**config.mk**
```make
export PLATFORM = sky130hd
export DESIGN_NAME = mul_arbiter
export DESIGN_NICKNAME = d
export VERILOG_FILES = /design/src/rtl/mul_arb_pkg.sv /design/src/rtl/rr_picker.sv /design/src/rtl/mul_arbiter.sv
export SDC_FILE = /design/constraint.sdc
export NUM_CORES = 1
export LEC_CHECK = 0
export CORE_AREA = 5 5 161 163
export CTS_CLUSTER_SIZE = 14
export DETAILED_ROUTE_END_ITERATION = 16
export DIE_AREA = 0 0 166 168
export GPL_ROUTABILITY_DRIVEN = 0
export MAX_ROUTING_LAYER = met4
export PLACE_DENSITY = 0.79
export SETUP_SLACK_MARGIN = 0.05
export SYNTH_ARGS = -nofsm -noshare
export SYNTH_HDL_FRONTEND = slang
export SYNTH_HIERARCHICAL = 1
export SYNTH_SLANG_ARGS = --single-unit
```
**constraint.sdc**
```tcl
create_clock -name clk -period 6.8 [get_ports clk]
set_input_delay 1.02 -clock clk [delete_from_list [all_inputs] [get_ports clk]]
set_output_delay 1.02 -clock clk [all_outputs]
set_load 0.05 [all_outputs]
```
**src/rtl/mul_arb_pkg.sv**
```systemverilog
`default_nettype none
// ============================================================================
// Module      : mul_arb_pkg
// Description : Shared types and constants for the multiplier arbiter:
//               FSM state encoding, timeout substitute result and the
//               width of the completed-operation counter.
// Revision    : 1.0 - initial release
// ============================================================================
package mul_arb_pkg;

  // Arbiter FSM states
  typedef enum logic [2:0] {
    ST_IDLE  = 3'd0,
    ST_ISSUE = 3'd1,
    ST_WAIT  = 3'd2,
    ST_RESP  = 3'd3,
    ST_HUNG  = 3'd4
  } state_e;

  // Result returned to a requester whose operation timed out (quiet NaN)
  localparam logic [31:0] C_QNAN = 32'h7FC0_0000;

  // Width of the saturating completed-operation counter
  localparam int C_OPCNT_W = 16;

endpackage : mul_arb_pkg
`default_nettype wire

```
**src/rtl/rr_picker.sv**
```systemverilog
`default_nettype none
// ============================================================================
// Module      : rr_picker
// Description : Combinational round-robin selector. Returns the first set
//               request at or after the pointer (wrapping) as a one-hot
//               grant plus its binary index.
// Revision    : 1.0 - initial release
// ============================================================================
module rr_picker #(
  parameter int NUM_REQ = 4,
  parameter int IDX_W   = $clog2(NUM_REQ)
) (
  input  logic [NUM_REQ-1:0] req_i,
  input  logic [IDX_W-1:0]   ptr_i,
  output logic               any_o,
  output logic [NUM_REQ-1:0] grant_o,
  output logic [IDX_W-1:0]   idx_o
);

  // Candidate index, one bit wider so ptr+k never overflows before the wrap
  logic [IDX_W:0] w_cand;

  // Scan requesters starting at the pointer; the first hit wins
  always_comb begin
    any_o   = 1'b0;
    grant_o = '0;
    idx_o   = '0;
    w_cand  = '0;
    for (int k = 0; k < NUM_REQ; k++) begin
      w_cand = {1'b0, ptr_i} + (IDX_W+1)'(k);
      if (w_cand >= (IDX_W+1)'(NUM_REQ)) begin
        w_cand = w_cand - (IDX_W+1)'(NUM_REQ);
      end
      if (!any_o && req_i[w_cand[IDX_W-1:0]]) begin
        any_o                      = 1'b1;
        idx_o                      = w_cand[IDX_W-1:0];
        grant_o[w_cand[IDX_W-1:0]] = 1'b1;
      end
    end
  end

endmodule : rr_picker
`default_nettype wire

```
**src/rtl/mul_arbiter.sv**
```systemverilog
`default_nettype none
// ============================================================================
// Module      : mul_arbiter
// Description : Round-robin arbiter sharing one single-precision multiplier
//               (ready/done handshake) among NUM_REQ requesters. Operands
//               are latched for the whole operation, results are returned
//               on a shared bus with a one-hot done strobe, and a watchdog
//               substitutes a quiet NaN and locks up if the multiplier hangs.
// Revision    : 1.0 - initial release
// ============================================================================
module mul_arbiter
  import mul_arb_pkg::*;
#(
  parameter int NUM_REQ = 4,
  parameter int TIMEOUT = 255
) (
  input  logic                  clk,
  input  logic                  rst,
  input  logic [NUM_REQ-1:0]    req_valid,
  input  logic [32*NUM_REQ-1:0] req_op1,
  input  logic [32*NUM_REQ-1:0] req_op2,
  output logic [NUM_REQ-1:0]    req_ack,
  output logic [NUM_REQ-1:0]    resp_done,
  output logic [31:0]           resp_res,
  output logic                  resp_err,
  output logic                  mul_ready,
  output logic [31:0]           mul_op1,
  output logic [31:0]           mul_op2,
  input  logic [31:0]           mul_res,
  input  logic                  mul_done,
  output logic                  hung,
  output logic [C_OPCNT_W-1:0]  op_count
);

  localparam int IDX_W = $clog2(NUM_REQ);

  state_e                 state_q;
  logic [IDX_W-1:0]       ptr_q;
  logic [IDX_W-1:0]       gidx_q;
  logic [NUM_REQ-1:0]     grant_q;
  logic [15:0]            wd_q;
  logic [NUM_REQ-1:0]     req_ack_q;
  logic [NUM_REQ-1:0]     resp_done_q;
  logic [31:0]            resp_res_q;
  logic                   resp_err_q;
  logic                   mul_ready_q;
  logic [31:0]            mul_op1_q;
  logic [31:0]            mul_op2_q;
  logic                   hung_q;
  logic [C_OPCNT_W-1:0]   op_count_q;

  logic [IDX_W-1:0]       ptr_d;
  logic [16:0]            wd_d;
  logic [C_OPCNT_W-1:0]   op_count_d;

  logic                   w_any;
  logic [NUM_REQ-1:0]     w_grant;
  logic [IDX_W-1:0]       w_gidx;

  rr_picker #(
    .NUM_REQ (NUM_REQ),
    .IDX_W   (IDX_W)
  ) u_rr_picker (
    .req_i   (req_valid),
    .ptr_i   (ptr_q),
    .any_o   (w_any),
    .grant_o (w_grant),
    .idx_o   (w_gidx)
  );

  // Next pointer, watchdog increment and saturating counter increment
  always_comb begin
    ptr_d      = (gidx_q == IDX_W'(NUM_REQ-1)) ? '0 : gidx_q + 1'b1;
    wd_d       = {1'b0, wd_q} + 17'd1;
    op_count_d = (op_count_q == '1) ? op_count_q : op_count_q + 1'b1;
  end

  // Arbiter FSM; every output is a register updated here
  always_ff @(posedge clk or posedge rst) begin
    if (rst) begin
      state_q     <= ST_IDLE;
      ptr_q       <= '0;
      gidx_q      <= '0;
      grant_q     <= '0;
      wd_q        <= '0;
      req_ack_q   <= '0;
      resp_done_q <= '0;
      resp_res_q  <= '0;
      resp_err_q  <= 1'b0;
      mul_ready_q <= 1'b0;
      mul_op1_q   <= '0;
      mul_op2_q   <= '0;
      hung_q      <= 1'b0;
      op_count_q  <= '0;
    end else begin
      // Single-cycle strobes drop unless re-asserted below
      req_ack_q   <= '0;
      mul_ready_q <= 1'b0;
      resp_done_q <= '0;
      resp_err_q  <= 1'b0;
      case (state_q)
        ST_IDLE: begin
          // A multiplier still showing done from the last operation must
          // clear before a new start pulse, or it could be mistaken for
          // completion of the next one.
          if (w_any && !mul_done) begin
            gidx_q      <= w_gidx;
            grant_q     <= w_grant;
            mul_op1_q   <= req_op1[32*int'(w_gidx) +: 32];
            mul_op2_q   <= req_op2[32*int'(w_gidx) +: 32];
            req_ack_q   <= w_grant;
            mul_ready_q <= 1'b1;
            state_q     <= ST_ISSUE;
          end
        end
        ST_ISSUE: begin
          ptr_q   <= ptr_d;
          wd_q    <= '0;
          state_q <= ST_WAIT;
        end
        ST_WAIT: begin
          if (mul_done) begin
            resp_res_q  <= mul_res;
            resp_done_q <= grant_q;
            op_count_q  <= op_count_d;
            state_q     <= ST_RESP;
          end else if (wd_d == 17'(TIMEOUT)) begin
            resp_res_q  <= C_QNAN;
            resp_err_q  <= 1'b1;
            resp_done_q <= grant_q;
            hung_q      <= 1'b1;
            state_q     <= ST_RESP;
          end else begin
            wd_q <= wd_d[15:0];
          end
        end
        ST_RESP: begin
          state_q <= hung_q ? ST_HUNG : ST_IDLE;
        end
        ST_HUNG: begin
          state_q <= ST_HUNG;
        end
        default: begin
          state_q <= ST_IDLE;
        end
      endcase
    end
  end

  assign req_ack   = req_ack_q;
  assign resp_done = resp_done_q;
  assign resp_res  = resp_res_q;
  assign resp_err  = resp_err_q;
  assign mul_ready = mul_ready_q;
  assign mul_op1   = mul_op1_q;
  assign mul_op2   = mul_op2_q;
  assign hung      = hung_q;
  assign op_count  = op_count_q;

endmodule : mul_arbiter
`default_nettype wire

```
==> impl_results.md, run 1 <==
* Outcome: finished, final reports clean
* CTS tree: done
* WS Path Type: flip-flop to flip-flop
* Syn-to-layout area delta at 63.3%
* DRC violations left at 0
* Area share of xor/xnor cells in the synthesized design at 2.30%
* GRT met3 Usage at 6.28%
* Area leader, netlist: dfrtp_1
* Endpoint type of the worst setup path: flip-flop
* Total negative setup slack at 0 ps
* Worst min-delay path class: flip-flop to flip-flop
* PostCTS Resize Cnt at 0
* Setup Skew at 15.1 ps
* First-pass GRT wire length at 43400 um
* Post-CTS Setup Repair Bufs at 0
* Critical Path AT at 4560 ps
* Synth top cells by count: nand2_1 (222), dfrtp_1 (150), mux4_2 (66)
* Sequential fraction of the synthesis area at 47.0%
* Clock sinks at 150
* NumNets Final at 1403
* Worst EP required at 7160 ps
* Die H at 168 um
* PortBufs at 417
* Worst Tran Pin Value at 1010 ps
* Number of flops mapped to enable cells by yosys at 0
* Pwr/cell area at 490 mW/mm2
* Register area at 0.00375 mm2
* NetSw at 2990 uW
* Most used cell, CP: nand2_1
* Seq cells post-synth at 150
* Hold slack at 467 ps
* Slew Limit Fails at 0
* LEAKAGE at 0.00558 uW
* Combinational fraction of design power at 62.8%
* Peak supply drop at 0.305 mV
* Drt total wl at 28500 um
* Grt met1 use at 22.9%
* Antenna-violating nets left at 0
* Final hold viol count at 0
* Vias in the first global route at 7643
* Worst-path clk slew at 70 ps
* Switching part of the total at 46.7%
* Synth top area cells: dfrtp_1 (47%), mux4_2 (19%), nand2_1 (10%), a22o_1 (2.6%), xnor2_1 (1.6%)
* Part of the cycle the worst path needs at 61.7%
* Met2 GRT Util at 35.8%
* CTS H-tree depth at 4
* Max-slew headroom at 32.4%
* Synth Area in Simple Gates at 17.6%
* Die width at 166 um
* Startpoint type of the worst setup path: flip-flop
* Starting Density at 33.0%
* Grt total ovfl at 0
* Clock share of power at 14.5%
* Busiest grt layer: met2
* Most common cell in the netlist: nand2_1
* Total CTS buffers at 17
* Cell count after synthesis at 703
* Synth warn at 6
* RSZ-0062 raised after global routing: false
* Cell family with most CP delay: buffers and inverters
* Cell Chain, Critical Path: inv_1 > ha_1 > mux4_2 > nor3_1 > nand2b_1 > nand3_4 > inv_2 > buf_4 > nand2_1 > nand2_1
* Mapped Avg Cell Area at 11.4 um2
* Synth Area in Compound Gates at 8.06%
* Register share of total power at 22.7%
* Cells after DPL at 1404
* Largest family of logic cells by synthesized area: multiplexers
* Ys flop type: dfrtp_1
* Final setup fails at 0
* CP max stage delay at 940 ps
* Initial antenna violation count at 2
* Placed cell area at 0.0125 mm2
* Critical path's slowest cell: inv_2
* Cell variety after synth at 58
* Post-synth ARST share at 100%
* Vias per Instance at 4.99
* Vias at 7174
* DP HPWL at 22400 um
* DR iter-0 viols at 387
* Internal power at 3410 uW
* Multi-input logic area at 0.00404 mm2
* Area share of the largest cell type after synthesis at 47.0%
* WP buf/inv at 3
* Root Buffer: clkbuf_16
* CTS Hold Bufs at 0
* Largest net degree at the start of global routing at 84
* Post-route minimum period at 4200 ps
* Core ar. at 0.0242 mm2
* Synthesized area at 0.00799 mm2
* Adder-cell share of the synthesized area at 1.41%
* Final Non-Filler Cells at 1438
* DIE AREA at 0.0279 mm2
* Mux share of post-synthesis cell area at 20.7%
* Std-Cell Rows at 57
* Skew-Pair Late Insertion Delay at 420 ps
* Filler Cell Count at 2039
* DR WL/cell at 19.8 um
* Final instance area at 0.0130 mm2
* Ratio of cells with drive above 1 in the final layout at 12.1%
* Io pins at 418
* Fmax at 238 MHz
* CTS Buffer Depth at 2
* Total GRT Usage at 20.5%
* Max cap viols at 0
* CP Max Fanout at 72
* DRT Pass-1 Iters at 8
* Syn nets at 1007
## routing by layer
metal | vias to the layer above | routed length [um]
li1 | 3334 | -
met1 | 3522 | 10900
met2 | 289 | 14900
met3 | 29 | 2040
met4 | 0 | 653
met5 | - | 0
## cells in the final DEF (no fill, tap or decap), types with 9 or more instances in the layout
cell type          n
mux4_2            66
clkbuf_16         17
nor2_1            12
nand3_1           18
a22o_1            24
clkdlybuf4s50_1  417
xnor2_1           15
dfrtp_1          150
o21ai_0            9
nor3_1            10
nand2_1          222
o22a_1            10
ha_1               9
## power by group through the flow
stage          sequential (uW)  combinational, uW  clock, uW
4_1_cts                   1450               4080        951
5_1_grt                   1500               4290        992
3_5_place_dp              1460               4080          0
6_report                  1450               4020        925
2_1_floorplan             2440               1820          0
3_3_place_gp              1450               4030          0
## registers in the layout (all words and copies together), names as in the netlist
| name | count |
|---|---|
| resp_res | 32 |
| hung | 1 |
| wd_q | 16 |
| mul_op2 | 32 |
| mul_op1 | 32 |
| op_count | 16 |
| state_q | 3 |
| resp_done | 4 |
| gidx_q | 2 |
| ptr_q | 2 |
| req_ack | 4 |
| mul_ready | 1 |
| resp_err | 1 |
| grant_q | 4 |
## path summary, 6_finish.rpt
kind,cells after the start,endpoint,from,slack (ps)
min in group asynchronous,2,resp_res[5],rst,1130
setup / recovery,10,mul_op1[6],ptr_q[0],2600
max in group asynchronous,3,ptr_q[1],rst,4250
hold reg to reg,1,grant_q[1],grant_q[1],470
hold / removal,1,grant_q[1],grant_q[1],470
setup reg to reg,10,mul_op1[6],ptr_q[0],2600
## kinds of logic after synthesis
logic type,Yosys count
adders and majority gates,9
xor gates and xnor gates,21
and+or+nand+nor,313
buffers and inverters,52
muxes,78
AOI/OAI and AO/OA,80
DFF,150
## stage by stage
| stage | worst slack (ps) | power [uW] | util (%) |
|---|---|---|---|
| 2_1_floorplan | 1740 | 4260 | - |
| 3_3_place_gp | 2220 | 5490 | 51.5 |
| 3_5_place_dp | 2140 | 5540 | 51.5 |
| 4_1_cts | 2530 | 6480 | 53.9 |
| 5_1_grt | 2150 | 6780 | 54.0 |
| 6_report | 2600 | 6400 | 54.0 |
## worst reg2reg max path, delay by kind of cell, from the launching register on
family	cells	cell delay, ps
mux	1	380
simple gates	5	1090
flops	1	700
buf+inv	3	1570
fa+ha+maj	1	400
## cell type report
type / count / area share [%]
Timing Repair Buffer: 421 / 32.4
Multi-Input combinational cell: 501 / 30.9
Sequential cell: 150 / 28.8
Clock buffer: 17 / 3.26
Tap cell: 324 / 3.11
Clock inverter: 15 / 1.20
Inverter: 8 / 0.269
Antenna cell: 2 / 0.0384
Power figures use the tool's default switching activity.
==> inputs of run 2 (changes only) <==
- CORE_AREA: 5 5 161 163 -> 5 5 160 162
- DIE_AREA: 0 0 166 168 -> 0 0 165 167
- PLACE_DENSITY: 0.79 -> 0.83
- clock period: 6.8 -> 3.4 ns (I/O delays scaled with it)
==> impl_results.md, run 2 (same netlist as run 1, synthesis figures left out) <==
* DR WL/cell at 19.8 um (about the same)
* DR iter-0 viols at 578 (+49%)
* Most frequent cells in the layout: clkdlybuf4s50_1 (417), nand2_1 (222), dfrtp_1 (150), mux4_2 (66), a22o_1 (24)
* Combinational fraction of design power at 63.2% (+0.4 points)
* Vias at 7333 (+2.2%)
* Skew-Pair Late Insertion Delay at 430 ps (about the same)
* Total negative setup slack at 0 ps (unchanged)
* Worst Setup EP: mul_op1[10]
* Critical Path AT at 3440 ps (-1120 ps)
* Post-route minimum period at 3140 ps (-1060 ps)
* DIE AREA at 0.0276 mm2 (-1.2%)
* Total GRT Usage at 20.8% (+0.31 points)
* CTS Buffer Depth at 2 (unchanged)
* Antenna-violating nets left at 0 (unchanged)
* Core ar. at 0.0240 mm2 (-0.88%)
* CTS Hold Bufs at 0 (unchanged)
* Setup Skew at 19.5 ps (+4.38 ps)
* CTS tree: done
* Filler Cell Count at 2062 (+1.1%)
* Worst-path clk slew at 70 ps (about the same)
* Worst EP required at 3700 ps (-3460 ps)
* Initial antenna violation count at 6 (+4)
* Ratio of cells with drive above 1 in the final layout at 13.1% (+1.1 points)
* Root Buffer: clkbuf_16
* Internal power at 7000 uW (+110%)
* Clock share of power at 14.5% (about the same)
* NetSw at 5960 uW (+99%)
* Outcome: finished, final reports clean
* Reg2reg path depth at 10 (unchanged)
* CP Max Fanout at 11 (-85%)
* NumNets Final at 1417 (+1.0%)
* Post-CTS Setup Repair Bufs at 0 (unchanged)
* Register share of total power at 22.3% (-0.4 points)
* Die width at 165 um (-0.60%)
* Syn-to-layout area delta at 65.3%
* Top sig layer: met4
* Final Non-Filler Cells at 1456 (+1.3%)
* PostCTS Resize Cnt at 0 (unchanged)
* PnR worst setup slack at 261 ps (-2340 ps)
* Final setup fails at 0 (unchanged)
* Grt total ovfl at 0 (unchanged)
* Vias in the first global route at 7618 (-0.33%)
* Metal2 WL at 15200 um (+1.8%)
* Peak supply drop at 0.605 mV (+98%)
* Total CTS buffers at 17 (unchanged)
* Clock sinks at 150 (unchanged)
* Pwr/cell area at 982 mW/mm2 (+100%)
* Switching part of the total at 46.0% (-0.72 points)
* R2R Setup Slk at 260 ps (-2340 ps)
* Part of the cycle the worst path needs at 92.3% (+31 points)
* Io pins at 418 (unchanged)
* Die H at 167 um (-0.60%)
* Total power at 13000 uW (+100%)
* CTS H-tree depth at 4 (unchanged)
* Reg2reg end: mul_op1[10]
* Startpoint type of the worst setup path: flip-flop
* Largest net degree at the start of global routing at 90 (+7.1%)
* Drt total wl at 28800 um (+1.2%)
* R2r startpoint: ptr_q[0]
* DP HPWL at 23200 um (+3.5%)
* Worst Tran Pin Value at 711 ps (-302 ps)
* Endpoint type of the worst setup path: flip-flop
* PortBufs at 417 (unchanged)
* Commonest non-fill, non-tap cell in the layout: clkdlybuf4s50_1
* Met3 wire length at 2630 um (+29%)
* Cells after DPL at 1418 (+1.0%)
* Starting Density at 33.3% (+0.30 points)
* RSZ-0062 raised after global routing: false
* Crit path launch: ptr_q[0]
* Std-Cell Rows at 57 (unchanged)
* Pre-CTS setup slack at 60.5 ps (-2080 ps)
* Max-slew headroom at 52.4% (+20 points)
* Slew Limit Fails at 0 (unchanged)
* Fmax at 319 MHz (+34%)
* Worst min-delay path class: flip-flop to flip-flop
* Final hold viol count at 0 (unchanged)
* First-pass GRT wire length at 42600 um (-1.8%)
* DRT Pass-1 Iters at 7 (-1)
* Vias per Instance at 5.04 (+0.95%)
* DRC violations left at 0 (unchanged)
* LEAKAGE at 0.00568 uW (+1.7%)
* Detailed-route wire length on metal 1 at 10200 um (-6.8%)
* Max cap viols at 0 (unchanged)
* WS Path Type: flip-flop to flip-flop
run 2: cell types whose count changed in the layout (fill, tap and decap cells not counted), sizes merged:
cell,delta
buf,+14
clkinv,+2
diode,+4
bufinv,+1
inv,-1
clkinvlp,-2
run 2: power by group through the flow:
stage,logic [uW],registers [uW],clock network (uW)
final,8200,2890,1880
after global routing,8700,2980,2030
after CTS,8300,2890,1940
after detailed placement,8280,2910,0
after global placement,8140,2880,0
after floorplan,3650,4880,0
run 2: through the flow:
step	util [%]	instance area, um2	hold slack (ps)
final	55.1	13200	467
after global routing	55.1	13200	491
after CTS	55.0	13200	474
after detailed placement	52.6	12600	459
after global placement	52.6	12600	453
after floorplan	-	8000	441
run 2: layer usage:
layer	global-route usage [%]	up-vias
met5	-	-
met4	7.38	0
met3	6.97	45
met2	35.2	327
met1	22.6	3588
li1	-	3373
run 2: critical path, cell delays in order (launching register included):
cell,delay (ps)
dfrtp_1,490
inv_1,130
ha_1,380
mux4_2,350
buf_4,190
nor3_1,330
a32o_4,420
buf_4,250
mux4_2,320
nand2_1,100
nand2_1,50
run 2: area by class of cell:
class,count,area [um2],share of cell area (%)
Multi-Input combinational cell,501,4040,30.6
Timing Repair Buffer,435,4370,33.1
Clock inverter,15,161,1.22
Clock buffer,17,425,3.22
Antenna cell,6,15.0,0.114
Sequential cell,150,3750,28.4
Tap cell,324,405,3.07
Inverter,8,33.8,0.256
run 2: worst min-delay path by stage:
stage | to | cells after the start | slack [ps] | from
global route | grant_q[1] | 1 | 490 | grant_q[1]
finish | grant_q[0] | 1 | 470 | grant_q[0]
floorplan | grant_q[0] | 1 | 440 | grant_q[0]
global placement | grant_q[3] | 1 | 450 | grant_q[3]
CTS | grant_q[0] | 1 | 470 | grant_q[0]
detailed placement | grant_q[0] | 1 | 460 | grant_q[0]
==> inputs of run 3 (changes only) <==
- REMOVE_ABC_BUFFERS: default -> 1
==> impl_results.md, run 3 (same netlist as run 1, synthesis figures left out) <==
* First-pass GRT wire length at 43500 um (+2.1%)
* Outcome: finished, final reports clean
* Worst-path clk slew at 60 ps (about the same)
* Pwr/cell area at 995 mW/mm2 (+1.3%)
* Grt total ovfl at 0 (unchanged)
* Antenna-violating nets left at 0 (unchanged)
* Total CTS buffers at 17 (unchanged)
* Worst Tran Pin Value at 686 ps (-25.1 ps)
* PostCTS Resize Cnt at 0 (unchanged)
* Syn-to-layout area delta at 65.9%
* Vias at 7404 (+0.97%)
* Final instance area at 0.0133 mm2 (+0.39%)
* Core ar. at 0.0240 mm2 (unchanged)
* Root Buffer: clkbuf_16
* DP HPWL at 22900 um (-1.1%)
* Largest net degree at the start of global routing at 72 (-20%)
* Post-CTS Setup Repair Bufs at 0 (unchanged)
* Final setup fails at 0 (unchanged)
* Most frequent cells in the layout: clkdlybuf4s50_1 (417), nand2_1 (222), dfrtp_1 (150), mux4_2 (66), a22o_1 (24)
* WS Path Type: flip-flop to flip-flop
* DRT Pass-1 Iters at 6 (-1)
* Cell Chain, Critical Path: inv_1 > ha_1 > mux4_2 > o311ai_0 > a32o_4 > buf_4 > mux4_2 > nand2_1 > nand2_1
* Slew Limit Fails at 0 (unchanged)
* Clock sinks at 150 (unchanged)
* CTS tree: done
* DR iter-0 viols at 536 (-7.3%)
* DR WL/cell at 19.9 um (+0.31%)
* Die H at 167 um (unchanged)
* LEAKAGE at 0.00571 uW (+0.55%)
* NumNets Final at 1421 (+0.28%)
* DRC violations left at 0 (unchanged)
* Commonest non-fill, non-tap cell in the layout: clkdlybuf4s50_1
* CP Max Fanout at 22 (+11)
* Fmax at 317 MHz (-0.49%)
* Worst EP required at 3700 ps (about the same)
* Initial antenna violation count at 3 (-3)
* Max-slew headroom at 54.0% (+1.7 points)
* Die width at 165 um (unchanged)
* R2R Setup Slk at 250 ps (-20 ps)
* Combinational fraction of design power at 63.2% (about the same)
* Final Core Density at 55.3% (+0.21 points)
* Register share of total power at 22.0% (-0.3 points)
* Setup Skew at 11.3 ps (-8.20 ps)
* Ratio of cells with drive above 1 in the final layout at 13.4% (+0.22 points)
* Clock share of power at 14.8% (+0.3 points)
* Skew-Pair Late Insertion Delay at 420 ps (about the same)
* Final hold viol count at 0 (unchanged)
* Critical Path AT at 3460 ps (+20 ps)
* Internal power at 7150 uW (+2.2%)
* CTS H-tree depth at 4 (unchanged)
* Drt total wl at 29000 um (+0.38%)
* Total GRT Usage at 21.2% (+0.39 points)
* DIE AREA at 0.0276 mm2 (unchanged)
* Endpoint type of the worst setup path: flip-flop
* CTS Buffer Depth at 2 (unchanged)
* Filler Cell Count at 2048 (-0.68%)
* Std-Cell Rows at 57 (unchanged)
* NetSw at 6030 uW (+1.2%)
* CP max stage delay at 500 ps (about the same)
* Post-route minimum period at 3150 ps (+15.5 ps)
* Vias per Instance at 5.08 (+0.90%)
* Peak supply drop at 0.627 mV (+3.7%)
* Switching part of the total at 45.8% (-0.24 points)
* CTS Hold Bufs at 0 (unchanged)
* Worst min-delay path class: flip-flop to flip-flop
* PortBufs at 417 (unchanged)
* Critical path's slowest cell: a32o_4
* Vias in the first global route at 7834 (+2.8%)
* Placed cell area at 0.0126 mm2 (+0.35%)
* RSZ-0062 raised after global routing: true
* Register area at 0.00375 mm2 (unchanged)
* Starting Density at 33.3% (unchanged)
* Io pins at 418 (unchanged)
* Part of the cycle the worst path needs at 92.8% (+0.46 points)
* Total negative setup slack at 0 ps (unchanged)
* Max cap viols at 0 (unchanged)
* Startpoint type of the worst setup path: flip-flop
* Multi-input logic area at 0.00404 mm2 (unchanged)
[run 3: changes by cell type in the layout (fill, tap and decap cells not counted)]
cell,change
diode_2,-3
buf_4,+3
bufinv_16,+1
buf_12,+1
clkbuf_1,+1
clkinv_4,+1
clkbuf_8,+1
clkinvlp_4,-1
clkinv_8,-1
clkinv_2,-1
inv_8,-1
[run 3: critical path: cells and delay by family (launching register included)]
| kind | cells | cell delay [ps] |
|---|---|---|
| compound gates | 2 | 980 |
| mux | 2 | 730 |
| flops | 1 | 430 |
| buf+inv | 2 | 380 |
| fa+ha+maj | 1 | 370 |
| simple gates | 2 | 130 |
[run 3: final cells by class]
cell class | instances | share of cell area, %
repair buffers | 439 | 33.3
multi-input cells | 501 | 30.5
flip-flops and latches | 150 | 28.3
clock buffers | 19 | 3.34
well taps | 324 | 3.06
clock inverters | 13 | 1.20
inverters | 8 | 0.264
diodes | 3 | 0.0566
[run 3: power groups by stage]
| stage | registers (uW) | clock network, uW | logic [uW] |
|---|---|---|---|
| global placement | 2890 | 0 | 8320 |
| finish | 2900 | 1950 | 8340 |
| global route | 2990 | 2070 | 8900 |
| detailed placement | 2910 | 0 | 8450 |
| CTS | 2900 | 1990 | 8460 |
| floorplan | 4900 | 0 | 3350 |
[run 3: path summary, 6_finish.rpt]
check | start | depth (start not counted) | to
min in group asynchronous | rst | 2 | mul_op2[12]
worst max register to register | ptr_q[0] | 9 | mul_op2[27]
worst min register to register | mul_op1[18] | 2 | mul_op1[18]
worst max-delay path | ptr_q[0] | 9 | mul_op2[27]
worst min-delay path | mul_op1[18] | 2 | mul_op1[18]
max in group asynchronous | rst | 3 | wd_q[1]
[run 3: routing by layer]
metal  track usage (%)  wire length [um]  up-vias
met2              36.2             15000      370
met4              6.98               724        0
met5                 -                 0        -
li1                  -                 -     3371
met1              22.4             10300     3608
met3              7.96              3000       55
[run 3: metrics by stage]
step | total power [uW] | worst slack [ps] | hold slack (ps) | cells
after floorplan | 8250 | -7460 | 441 | 659
after global placement | 11200 | 75.2 | 452 | 1422
after detailed placement | 11400 | -45.9 | 458 | 1422
after CTS | 13400 | 239 | 477 | 1454
after global routing | 14000 | 43.0 | 489 | 1457
final | 13200 | 246 | 472 | 1457
